`config.mk`:
```
export PLATFORM = sky130hd
export DESIGN_NAME = register_write_arbiter
export DESIGN_NICKNAME = d
export VERILOG_FILES = /design/src/rtl/register_write_arbiter.sv
export SDC_FILE = /design/constraint.sdc
export NUM_CORES = 1
export LEC_CHECK = 0
export CAP_MARGIN = 25
export CORE_UTILIZATION = 25
export DETAILED_ROUTE_END_ITERATION = 6
export SKIP_CTS_REPAIR_TIMING = 1
export SLEW_MARGIN = 20
export SYNTH_ARGS = -nofsm -noshare
export SYNTH_HDL_FRONTEND = slang
export SYNTH_SLANG_ARGS = --single-unit
```
`constraint.sdc`:
```
create_clock -name CLK -period 10.35 [get_ports CLK]
set_input_delay 3.105 -clock CLK [delete_from_list [all_inputs] [get_ports CLK]]
set_output_delay 3.105 -clock CLK [all_outputs]
set_load 0.1 [all_outputs]
```
`src/rtl/register_write_arbiter.sv`:
```
// Register-bank write-port arbiter: round-robin grant among NUM_REQ writeback
// sources, combinational one-hot GNT, registered WRITE/WR_ADDR/WR_DATA, and a
// LOCKED mode that keeps the port on one owner for multi-register bursts.
module register_write_arbiter #(
  parameter int DATA_SIZE = 32,
  parameter int ADDR_SIZE = 4,
  parameter int NUM_REQ   = 3
) (
  input  logic                           CLK,
  input  logic                           RST,
  input  logic [NUM_REQ-1:0]             REQ,
  input  logic [NUM_REQ-1:0]             LOCK,
  input  logic [NUM_REQ*ADDR_SIZE-1:0]   REQ_ADDR,
  input  logic [NUM_REQ*DATA_SIZE-1:0]   REQ_DATA,
  input  logic                           HOLD,
  output logic [NUM_REQ-1:0]             GNT,
  output logic                           WRITE,
  output logic [ADDR_SIZE-1:0]           WR_ADDR,
  output logic [DATA_SIZE-1:0]           WR_DATA,
  output logic                           BUSY
);

  localparam int PW = (NUM_REQ > 1) ? $clog2(NUM_REQ) : 1;

  typedef enum logic {S_IDLE, S_LOCKED} state_e;

  state_e                 state_q;
  logic [PW-1:0]          ptr_q, owner_q;
  logic                   write_q, busy_q;
  logic [ADDR_SIZE-1:0]   wr_addr_q;
  logic [DATA_SIZE-1:0]   wr_data_q;

  logic [PW-1:0]          win_idx, gnt_idx;
  logic                   win_vld, gnt_vld;
  logic [PW:0]            sum;
  logic [PW-1:0]          idx;

  // Successor of a requester index, wrapping at NUM_REQ-1.
  function automatic logic [PW-1:0] nxt(input logic [PW-1:0] i);
    return (i == PW'(NUM_REQ - 1)) ? '0 : i + 1'b1;
  endfunction

  // Round-robin search: first set REQ bit at or above ptr_q, wrapping.
  always_comb begin
    win_vld = 1'b0;
    win_idx = '0;
    sum     = '0;
    idx     = '0;
    for (int k = 0; k < NUM_REQ; k++) begin
      sum = {1'b0, ptr_q} + (PW+1)'(k);
      if (sum >= (PW+1)'(NUM_REQ)) sum = sum - (PW+1)'(NUM_REQ);
      idx = sum[PW-1:0];
      if (!win_vld && REQ[idx]) begin
        win_vld = 1'b1;
        win_idx = idx;
      end
    end
  end

  // Grant: owner only while locked, round-robin winner otherwise; HOLD and reset block all.
  always_comb begin
    GNT     = '0;
    gnt_vld = 1'b0;
    gnt_idx = win_idx;
    if (RST && !HOLD) begin
      if (state_q == S_LOCKED) begin
        gnt_idx = owner_q;
        gnt_vld = REQ[owner_q];
      end else begin
        gnt_vld = win_vld;
      end
    end
    if (gnt_vld) GNT[gnt_idx] = 1'b1;
  end

  // FSM plus registered write port; reset drops any lock and pending write.
  always_ff @(posedge CLK or negedge RST) begin
    if (!RST) begin
      state_q   <= S_IDLE;
      ptr_q     <= '0;
      owner_q   <= '0;
      write_q   <= 1'b0;
      busy_q    <= 1'b0;
      wr_addr_q <= '0;
      wr_data_q <= '0;
    end else begin
      write_q <= gnt_vld;
      if (gnt_vld) begin
        wr_addr_q <= REQ_ADDR[gnt_idx*ADDR_SIZE +: ADDR_SIZE];
        wr_data_q <= REQ_DATA[gnt_idx*DATA_SIZE +: DATA_SIZE];
      end
      case (state_q)
        S_IDLE: begin
          if (gnt_vld) begin
            ptr_q <= nxt(gnt_idx);
            if (LOCK[gnt_idx]) begin
              state_q <= S_LOCKED;
              owner_q <= gnt_idx;
              busy_q  <= 1'b1;
            end
          end
        end
        S_LOCKED: begin
          // Leave once the owner drops LOCK, either on a granted write or
          // when it has no request left; PTR stays frozen until then.
          if (!LOCK[owner_q] && (gnt_vld || !REQ[owner_q])) begin
            state_q <= S_IDLE;
            ptr_q   <= nxt(owner_q);
            busy_q  <= 1'b0;
          end
        end
        default: begin
          state_q <= S_IDLE;
          busy_q  <= 1'b0;
        end
      endcase
    end
  end

  assign WRITE   = write_q;
  assign WR_ADDR = wr_addr_q;
  assign WR_DATA = wr_data_q;
  assign BUSY    = busy_q;

endmodule

```
==> impl_metrics.env <==
export IMPL_outcome="completed"
export IMPL_syn_nets=406
export IMPL_row_count=39
export IMPL_synthDistinctLibCells=40
export IMPL_drtIter0Drc=194
export IMPL_rsz0062_at_grt="no"
export IMPL_ir_drop_uv=189.0
export IMPL_cp_num_cells=10
export IMPL_seqCellArea_um2=1076
export IMPL_p_per_area_nw_per_um2=353.2
export IMPL_worstSkewPairLatency_ns=0.28
export IMPL_required_ns=7.25
export IMPL_syn_inst=285
export IMPL_use_met3=0.02549
export IMPL_grt_ovfl_total=0
export IMPL_cp_cell_sequence="clkdlybuf4s50_1 -> mux2i_1 -> o22ai_1 -> or4_1 -> o211ai_4 -> buf_4 -> inv_2 -> nand3_2 -> inv_1 -> buf_4"
export IMPL_synth_area_um2=2908
export IMPL_period_needed_ns=8.741
export IMPL_drv_cap=0
export IMPL_ys_ff_latch=43
export IMPL_cp_slowest_stage_delay_ns=0.61
export IMPL_ys_seq_area_frac=0.3701
export IMPL_grt_max_degree=44
export IMPL_clockBufferDepth=2
export IMPL_use_met1=0.1691
export IMPL_grt_pass1_wl_mm=12.65
export IMPL_final_cell_mix="clkdlybuf4s50_1, nand2_1, dfrtp_1, inv_1, mux2i_1"
export IMPL_grt_antenna_before_repair=0
export IMPL_fin_crit_sh=0.8445
export IMPL_grtUsageMet2=0.2415
export IMPL_io_buffers=157
export IMPL_drt_wl_total_mm=8.607
export IMPL_cp_end_kind="primary output"
export IMPL_hold_depth=2
export IMPL_initial_core_util=0.2557
export IMPL_synthFlopType="dfrtp_1"
export IMPL_die_area_um2=12070
export IMPL_drc_errors=0
export IMPL_cp_num_buf_inv=5
export IMPL_setup_ws_ns=1.609
export IMPL_synth_edf_count=0
export IMPL_die_h_um=109.8
export IMPL_routedWlPerCell_um=14.87
export IMPL_critPathSlowestCell="or4_1"
export IMPL_worstSetupPathType="in -> out"
export IMPL_slew_headroom=0.3173
export IMPL_fmax_ghz=0.1144
export IMPL_crit_family="buffers and inverters"
export IMPL_grt_pass1_vias=2554
export IMPL_core_um2=11370
export IMPL_dpl_hpwl_mm=6.498
export IMPL_dr_pass1_iters=5
export IMPL_clkTransAtPathRegs_ns=0.06
export IMPL_grt_total_usage=0.1351
export IMPL_rr_worst_depth=11
export IMPL_drive_gt1_frac=0.1239
export IMPL_busiest_layer="met2"
export IMPL_num_antenna_cells=0
export IMPL_place_gp_congestion=0.9044
export IMPL_min_path_type="reg -> reg"
export IMPL_ys_async_sr_fraction=1.000
export IMPL_io_pins=158
export IMPL_cts_buffers=5
export IMPL_fin_setup_tns_ns=0
export IMPL_drtAntennaViolNets=0
export IMPL_final_nets=556
export IMPL_cts_tree="done"
export IMPL_cp_arrival_ns=5.64
export IMPL_setup_violations_final=0
export IMPL_fin_worst_skew_ns=0.005603
export IMPL_drv_slew=0
export IMPL_synth_avg_cell_area_um2=10.20
export IMPL_setup_worst_path_start_class="input pin"
export IMPL_multi_input_area_um2=1515
export IMPL_syn_to_final_growth_pct=62.35
export IMPL_final_common_cell="clkdlybuf4s50_1"
export IMPL_leakagePower_nw=1.994
export IMPL_cts_max_level=2
export IMPL_yosysWarnings=0
export IMPL_nFillCells=1151
export IMPL_avgViaCountPerCell=4.629
export IMPL_num_vias=2680
export IMPL_place_ws_ns=1.570
export IMPL_worstMarginPinSlew_ns=1.021
export IMPL_hold_violations=0
export IMPL_die_x_um=109.8
export IMPL_cpMostUsedCell="buf_4"
export IMPL_clockRootBuffer="clkbuf_16"
export IMPL_crit_fanout=39
export IMPL_cts_sinks=43
-- registers in the layout, summed over array words and instances (netlist names) --
signal	cells
owner_q	2
WR_ADDR	4
state_q	1
ptr_q	2
WR_DATA	32
WRITE	1
BUSY	1
-- final timing paths --
path | startpoint | end | slack [ns]
worst min register to register | WR_DATA[7] | WR_DATA[7] | 0.48
worst max-delay path | REQ[1] | GNT[1] | 1.61
max in group asynchronous | RST | WR_DATA[12] | 6.95
worst max register to register | ptr_q[0] | WR_DATA[9] | 6.83
worst min-delay path | WR_DATA[7] | WR_DATA[7] | 0.48
min in group asynchronous | RST | WR_DATA[13] | 3.00
-- layer usage --
metal / part of all wire / up-vias / wire length [um]
li1: - / 1323 / -
met2: 0.50 / 104 / 4298
met4: 0.0059 / 0 / 51
met1: 0.42 / 1249 / 3602
met3: 0.076 / 4 / 655
met5: 0 / - / 0
-- cell usage after synthesis, types with 4 or more instances --
cell type	instances	area share
nand2_1	46	0.059
dfrtp_1	43	0.37
mux2i_1	41	0.14
inv_1	43	0.056
nor2b_1	4	0.0086
buf_6	9	0.035
ha_1	4	0.017
o221ai_1	10	0.030
o221ai_2	28	0.14
nor2_1	5	0.0065
buf_4	5	0.013
nand3_1	5	0.0086
-- per-stage QoR --
stage	cells	hold slack (ns)	util	area (um2)	power (mW)
finish	579	0.4850	0.4152	4721	1.667
global route	579	0.5131	0.4152	4721	1.751
CTS	579	0.4915	0.4152	4721	1.686
detailed placement	571	0.4738	0.3986	4532	1.480
global placement	571	0.4702	0.3986	4532	1.469
floorplan	285	0.5468	-	2908	1.221
-- worst reg2reg max path, stage by stage, from the launching register on --
cell and delay (ns):
dfrtp_1 0.41, inv_1 0.09, ha_1 0.30, mux2i_1 0.28
o22ai_1 0.12, or4_1 0.61, o211ai_4 0.18, buf_4 0.40
inv_2 0.11, nand3_2 0.10, buf_4 0.52, o221ai_1 0.25
-- report_power, final --
| part | total (mW) | internal (mW) | switching, mW |
|---|---|---|---|
| Clock | 0.199 | 0.138 | 0.0612 |
| Sequential | 0.301 | 0.247 | 0.0534 |
| Combinational | 1.17 | 0.347 | 0.820 |
| Total | 1.67 | 0.733 | 0.934 |
-- area by class of cell --
class,count,share of cell area
Clock buffer,6,0.02730
Clock inverter,2,0.01272
Inverter,44,0.03499
Multi-Input combinational cell,179,0.3210
Sequential cell,43,0.2279
Tap cell,143,0.03790
Timing Repair Buffer,162,0.3382
-- cells by family (layout without fill, tap and decap cells) --
group,Yosys count,after routing,share of synthesized area
mux,41,41,0.1411
fa+ha+maj,4,4,0.01721
flops,43,43,0.3701
simple gates,77,77,0.1278
buf+inv,63,214,0.1119
compound gates,57,57,0.2319
No activity file was read; power rests on OpenSTA's default activity.
